==> config.mk <==
export PLATFORM = sky130hd
export DESIGN_NAME = uart_rx_ctrl
export DESIGN_NICKNAME = d
export VERILOG_FILES = /design/src/rtl/uart_rx_ctrl.sv
export SDC_FILE = /design/constraint.sdc
export NUM_CORES = 1
export LEC_CHECK = 0
export BUFFER_PORTS_ARGS = -buffer_cell sky130_fd_sc_hd__buf_2
export CORE_MARGIN = 5
export CORE_UTILIZATION = 55
export DETAILED_ROUTE_END_ITERATION = 8
export HOLD_SLACK_MARGIN = 0.12
export PLACE_DENSITY = 0.87
export SLEW_MARGIN = 20
export SYNTH_ARGS = -nofsm -noshare
export SYNTH_HDL_FRONTEND = slang
export SYNTH_SLANG_ARGS = --single-unit
export TNS_END_PERCENT = 20
==> constraint.sdc <==
create_clock -name clk -period 2.21 [get_ports clk]
set_input_delay 0.3315 -clock clk [delete_from_list [all_inputs] [get_ports clk]]
set_output_delay 0.3315 -clock clk [all_outputs]
set_load 0.02 [all_outputs]
==> src/rtl/uart_rx_ctrl.sv <==
// uart_rx_ctrl: UART receive frame controller with 2-of-3 mid-bit sampling, optional parity and stop checks
module uart_rx_ctrl #(
    parameter int OVERSAMPLE = 16,
    parameter int DATA_WIDTH = 8
) (
    input  logic                  clk,
    input  logic                  rst,
    input  logic                  tick,
    input  logic                  rx,
    input  logic                  par_en,
    input  logic                  par_typ,
    output logic [DATA_WIDTH-1:0] data,
    output logic                  data_valid,
    output logic                  par_err,
    output logic                  stop_err,
    output logic                  busy
);
    localparam int M  = OVERSAMPLE / 2;
    localparam int EW = $clog2(OVERSAMPLE);
    localparam int BW = DATA_WIDTH > 1 ? $clog2(DATA_WIDTH) : 1;

    typedef enum logic [2:0] {IDLE, START, DATA, PARITY, STOP} state_t;
    state_t state, state_nx;

    logic                  rx_m, rx_s;
    logic [EW-1:0]         edge_cnt;
    logic [BW-1:0]         bit_cnt;
    logic [2:0]            samp;
    logic [DATA_WIDTH-1:0] shreg;
    logic                  par_en_l, par_typ_l, par_bad;
    logic                  s3, maj, bit_end, last_bit, eval;

    // third sample is taken live on the M+1 tick so the majority is usable on that same tick
    assign s3       = (edge_cnt == EW'(M + 1)) ? rx_s : samp[2];
    assign maj      = (samp[0] & samp[1]) | (samp[0] & s3) | (samp[1] & s3);
    assign bit_end  = edge_cnt == EW'(OVERSAMPLE - 1);
    assign last_bit = bit_cnt == BW'(DATA_WIDTH - 1);
    assign eval     = tick && state == STOP && edge_cnt == EW'(M + 1);
    assign busy     = state != IDLE;

    always_comb begin
        state_nx = state;
        if (tick)
            case (state)
                IDLE:    state_nx = rx_s ? IDLE : START;
                START:   state_nx = !bit_end ? START : maj ? IDLE : DATA;
                DATA:    state_nx = !(bit_end && last_bit) ? DATA : par_en_l ? PARITY : STOP;
                PARITY:  state_nx = bit_end ? STOP : PARITY;
                STOP:    state_nx = eval ? IDLE : STOP;
                default: state_nx = IDLE;
            endcase
    end

    always_ff @(posedge clk) state <= rst ? IDLE : state_nx;

    always_ff @(posedge clk) begin
        if (rst) begin
            {rx_m, rx_s} <= 2'b11;
            edge_cnt     <= '0;
            bit_cnt      <= '0;
            samp         <= '0;
            shreg        <= '0;
            par_en_l     <= 1'b0;
            par_typ_l    <= 1'b0;
            par_bad      <= 1'b0;
            data         <= '0;
            data_valid   <= 1'b0;
            par_err      <= 1'b0;
            stop_err     <= 1'b0;
        end else begin
            {rx_m, rx_s} <= {rx, rx_m};
            data_valid   <= eval & maj & ~par_bad;
            par_err      <= eval & par_bad;
            stop_err     <= eval & ~maj;
            if (eval && maj && !par_bad) data <= shreg;
            if (tick) begin
                // the start-detect tick is edge 0 of the start bit, so the next tick is edge 1
                edge_cnt <= (state == IDLE) ? EW'(!rx_s) : (bit_end || eval) ? '0 : edge_cnt + EW'(1);
                if (edge_cnt == EW'(M - 1)) samp[0] <= rx_s;
                if (edge_cnt == EW'(M)) samp[1] <= rx_s;
                if (edge_cnt == EW'(M + 1)) samp[2] <= rx_s;
                if (state == IDLE && !rx_s) begin
                    par_en_l  <= par_en;
                    par_typ_l <= par_typ;
                    par_bad   <= 1'b0;
                end
                if (state == DATA && bit_end) begin
                    shreg   <= {maj, shreg[DATA_WIDTH-1:1]};
                    bit_cnt <= last_bit ? '0 : bit_cnt + BW'(1);
                end
                if (state == PARITY && bit_end) par_bad <= maj != (^shreg ^ par_typ_l);
            end
        end
    end
endmodule
; Word-level counts from Yosys, hierarchy flattened
; Index checks and enable logic that the tools add are counted.
[word_totals]
elab_cells = 74
mem_bits_ro = 0
in_bits = 6
output_inout_bits = 12
mem_bits_rw = 0
latchBits = 0
n_memories = 0
register_bits = 37
[classes]
n_mux = 14
n_lt_le_gt_ge = 0
n_addsub = 2
mul = 0
n_shift = 0
eq_ne = 10
div = 0
n_reduce_logical = 20
n_bitwise = 12
[op_table]
columns = cell, n
row1 = 3-bit two-way mux, 5
row2 = 3-bit case mux with 5 select lines, 1
row3 = 4-bit equality test (second input constant), 3
row4 = 2-bit AND reduction, 5
row5 = 1-bit logical AND, 8
row6 = 4-bit two-way mux, 2
row7 = 8-bit parity, 1
row8 = 1-bit AND, 7
row9 = 3-bit by 2-bit equality test with 1-bit output (second input constant), 2
row10 = 3-bit equality test (second input constant), 2
row11 = 4-bit by 1-bit adder with 4-bit output (second input constant), 1
row12 = 4-bit by 3-bit equality test with 1-bit output (second input constant), 1
row13 = 1-bit two-way mux, 4
row14 = 2-bit two-way mux, 2
row15 = 3-bit by 1-bit adder with 3-bit output (second input constant), 1
row16 = 3-bit by 1-bit equality test with 1-bit output (second input constant), 1
row17 = 3-bit logical NOT, 1
row18 = 3-bit nonzero test, 1
row19 = 1-bit logical NOT, 2
row20 = 1-bit NOT, 2
row21 = 1-bit OR, 2
row22 = 2-bit nonzero test, 1
row23 = 1-bit logical OR, 1
row24 = 1-bit inequality test, 1
row25 = 1-bit XOR, 1

; Depth between registers and ports, before layout
[depth]
word_depth = 8
ltp_mapped = 9
ltp_nobuf = 7

; Least setup slack after synthesis
; Ideal clock, no wire load.
[synth_timing]
kind = reg2reg
start = register edge_cnt[1]
end = register state[1]
path_buffers = 0
path_stages_with_launch = 8
required_ns = 2.140
path_slack_ns = 0.406
t_arrival_ns = 1.733
setup_time_ns = 0.070
synth_period_minus_slack_ns = 1.804
cell_sequence = dfxtp_1 > inv_1 > ha_1 > nand3b_1 > mux2_4 > a21o_1 > or4_1 > a21oi_1
[synth_via]
elab_chain_len = 8
word_cells_on_any_way = 13
cone_classes = eq/ne (2) / mux (6) / bitwise (4) / reduce/logical (1)
[synth_rtl]
columns = element, line
row1 = from (decl), 26  ; logic [EW-1:0] edge_cnt;
row2 = from (signal assigned), 78  ; edge_cnt <= (state == IDLE) ? EW'(!rx_s) : (bit_end || eval) ? '0 : edge_cnt + EW'(1);
row3 = 4-bit equality test, 34  ; assign s3 = (edge_cnt == EW'(M + 1)) ? rx_s : samp[2];
row4 = 1-bit two-way mux, n/a
row5 = 1-bit AND, 35  ; assign maj = (samp[0] & samp[1]) | (samp[0] & s3) | (samp[1] & s3);
row6 = 1-bit OR (2 in a row), 35
row7 = 2-bit two-way mux (2 in a row), 46  ; START: state_nx = !bit_end ? START : maj ? IDLE : DATA;
row8 = 3-bit case mux with 5 select lines *, 44  ; case (state)
row9 = to (signal assigned), 54  ; always_ff @(posedge clk) state <= rst ? IDLE : state_nx;
row10 = to (decl), 23  ; state_t state, state_nx;
; Mark *: on every way between the ends. The rest lies on a longest branch, timed or not.
; A chain may end at the register's enable or synchronous reset.

; Worst setup path after layout
; Ends and elaborated chain as after synthesis.

==> flow_summary.yaml <==
detailed_routing:
  routed_wl_um: 3219
  dr.pass1.iters: 4
  antenna_left: 0
  drt-vias-per-instance: 5.817
  post-route-drc-count: 0
  routedWlPerCell_um: 13.70
  drt_iter0_markers: 104
  vias: 1367
global_route:
  antenna_found_initial: 0
  grt_pass1_vias: 1230
  grt-ovfl-total: 0
  grt_max_degree: 39
  track_usage: 0.1657
  grt_pass1_wl_um: 5354
min_path:
  hold_depth: 2
  hold_class: "input pin to register"
  worstHoldStart: "rx"
  worstHoldEndpoint: "rx_m"
critical_path:
  cp.required_ns: 2.49
  cp-end-kind: "register"
  worstPathArrival_ns: 2.17
  crit_type: "register to register"
  critPathLaunchType: "register"
  ff2ff_setup_slack_ns: 0.32
  worstReg2RegStart: "edge_cnt[1]"
  worst-path-max-fanout: 3
  rr_endpoint: "state[1]"
  worst-r2r-cell-count: 7
  startpoint: "edge_cnt[1]"
synthesis:
  synth_fp_nets: 199
  ys_warn_count: 0
  ys_types: 37
  synth_seq_cells: 37
  ys_seq_area_frac: 0.4448
  netlist_instances: 188
  synth.avg_cell_area_um2: 8.858
  synthesis.area_um2: 1665
power:
  sw_frac_of_total: 0.2279
  p_leak_uw: 0.0008127
  powerDensity_nw_per_um2: 592.6
  peakVddDrop_v: 0.0002813
  clkPwrFrac: 0.337
  power_frac_comb: 0.037
  seq_power_share: 0.625
  intPower_uw: 834.1
  power_switching_uw: 246.2
floorplan:
  die_area_um2: 4228
  rows: 20
  io_pins: 18
  fp.coreArea_um2: 2978
  start_util: 0.5592
  chipWidth_um: 65.03
  die_h_um: 65.03
placement:
  gp_congestion: 0.8146
  post-dp-hpwl_um: 2289
  dpl_worst_slack_ns: 0.3385
  port_buffers: 17
  post_dp_cell_area_um2: 1764
  placed_cells: 228
sta:
  report.final.setup_viol: 0
  min_period_over_period: 0.8530
  fin_worst_skew_ns: 0.005795
  hold_viol_final: 0
  period_minus_slack_ns: 1.885
  tns_ns: 0
  final_max_slew_viol_count: 0
  fmax_ghz: 0.5304
  setup_slack_ns: 0.3248
  rsz0062_at_grt: "no"
  tightest_slew_ns: 0.6370
  slew-limit-headroom: 0.5753
finish:
  final_common_cell: "dfxtp_1"
  drive_gt1_frac: 0.1485
  stdcell_count: 235
  areaGrowthSynthToFinish_pct: 9.467
  fillCellCount: 277
  fin_area_um2: 1823
  n_antenna_cell: 0
  fin_nets: 213
  final_cell_mix: "dfxtp_1, nor2_1, a21oi_1"
  postLayoutCoreUtil: 0.6122
run_status:
  status: "completed"
run:
  drv_cap: 0
cts:
  clkSlewWorstSetupHoldPaths_ns: 0.10
  cts_buffers: 5
  cts.sinks: 37
  cts_root_buf: "clkbuf_4"
  cts_tree: "done"
  clkLatencyLatePin_ns: 0.35
  cts_hold_buf: 0
  cts_resized: 0
  postCtsSetupBuffers: 0
  htreeDepth: 2
  clockBufferDepth: 2
## flip-flops by register name (all words and copies together), names as in the netlist
signal and flops:
par_typ_l 1, data 8, rx_m 1, bit_cnt 3, par_en_l 1, samp 3
data_valid 1, stop_err 1, par_bad 1, state 3, rx_s 1, par_err 1
edge_cnt 4, shreg 8
## layer usage
layer | global-route usage | vias to the layer above | wire length (µm)
li1 | - | 681 | -
met1 | 0.1938 | 649 | 1412
met2 | 0.2708 | 30 | 1570
met3 | 0.05893 | 7 | 178
met4 | 0.07513 | 0 | 57
met5 | 0 | - | 0
## cells by family (layout without fill, tap and decap cells)
family	Yosys count	count (layout)	share of synthesized area
fa+ha+maj	5	5	0.03757
buf+inv	17	31	0.03906
flops	37	37	0.4448
xor+xnor	8	8	0.05034
compound gates	41	41	0.1405
mux	14	14	0.08715
simple gates	66	66	0.2006
## critical path, stage by stage, from the launching register on
cell      delay (ns)
dfxtp_1         0.35
inv_1           0.08
ha_1            0.19
nand3b_1        0.10
mux2_4          0.31
a21o_1          0.17
or4_1           0.50
a21oi_1         0.13
## cell type report
type,count,area [µm²],share of cell area
Multi-Input combinational cell,134,859.6,0.4715
Clock inverter,1,7.507,0.004118
Sequential cell,37,740.7,0.4063
Clock buffer,6,51.30,0.02814
Timing Repair Buffer,20,107.6,0.05903
Inverter,4,15.01,0.008236
Tap cell,33,41.29,0.02265
## per-stage QoR
step | hold slack [ns] | total power [µW]
5_1_grt | 0.1493 | 1131
6_report | 0.1556 | 1080
2_1_floorplan | 0.3895 | 720.4
4_1_cts | 0.1418 | 1089
3_3_place_gp | 0.3933 | 730.3
3_5_place_dp | 0.3933 | 731.2
## worst max-delay path by stage
stage	slack, ns	end
final	0.32	state[1]
after global placement	0.39	state[1]
after CTS	0.33	state[1]
after detailed placement	0.34	state[1]
after global routing	0.07	data[6]
after floorplan	0.41	state[1]
## cells in the mapped netlist
| cell | number | area [µm²] |
|---|---|---|
| nor3b_1 | 1 | 7.510 |
| a32oi_1 | 2 | 17.52 |
| or4_1 | 1 | 7.510 |
| o21ai_1 | 5 | 25.02 |
| xor2_1 | 1 | 8.760 |
| and3_1 | 4 | 25.02 |
| xnor2_1 | 6 | 52.55 |
| nand4b_1 | 1 | 8.760 |
| nor3_1 | 4 | 20.02 |
| nor2_1 | 19 | 71.32 |
| nand4_1 | 1 | 6.260 |
| nand2b_1 | 2 | 12.51 |
| a2bb2oi_1 | 1 | 8.760 |
| a21o_1 | 1 | 7.510 |
| ha_1 | 5 | 62.56 |
| o21a_1 | 1 | 7.510 |
| mux2i_1 | 13 | 130.1 |
| nand3b_1 | 3 | 22.52 |
| buf_2 | 1 | 5.000 |
| o21ai_0 | 9 | 45.04 |
| o31ai_1 | 2 | 15.01 |
| nand3_1 | 13 | 65.06 |
| a41oi_1 | 1 | 8.760 |
| nand2_1 | 9 | 33.78 |
| dfxtp_1 | 37 | 740.7 |
| and2_1 | 1 | 6.260 |
| or2_0 | 1 | 6.260 |
| or2_1 | 1 | 6.260 |
| mux2_4 | 1 | 15.01 |
| or2_2 | 2 | 12.51 |
| and4b_1 | 1 | 10.01 |
| nor2b_1 | 2 | 12.51 |
| a21oi_1 | 18 | 90.09 |
| inv_1 | 4 | 15.01 |
| xnor3_1 | 1 | 22.52 |
| o41ai_1 | 1 | 8.760 |
| clkbuf_1 | 12 | 45.04 |
## power by group through the flow
stage / logic, µW / registers (µW) / clock network, µW
floorplan: 31.9 / 688 / 0
global placement: 39.8 / 691 / 0
detailed placement: 40.3 / 691 / 0
CTS: 40.4 / 676 / 373
global route: 45.2 / 677 / 409
finish: 40.2 / 676 / 365
(Power assumes the default switching activity.)
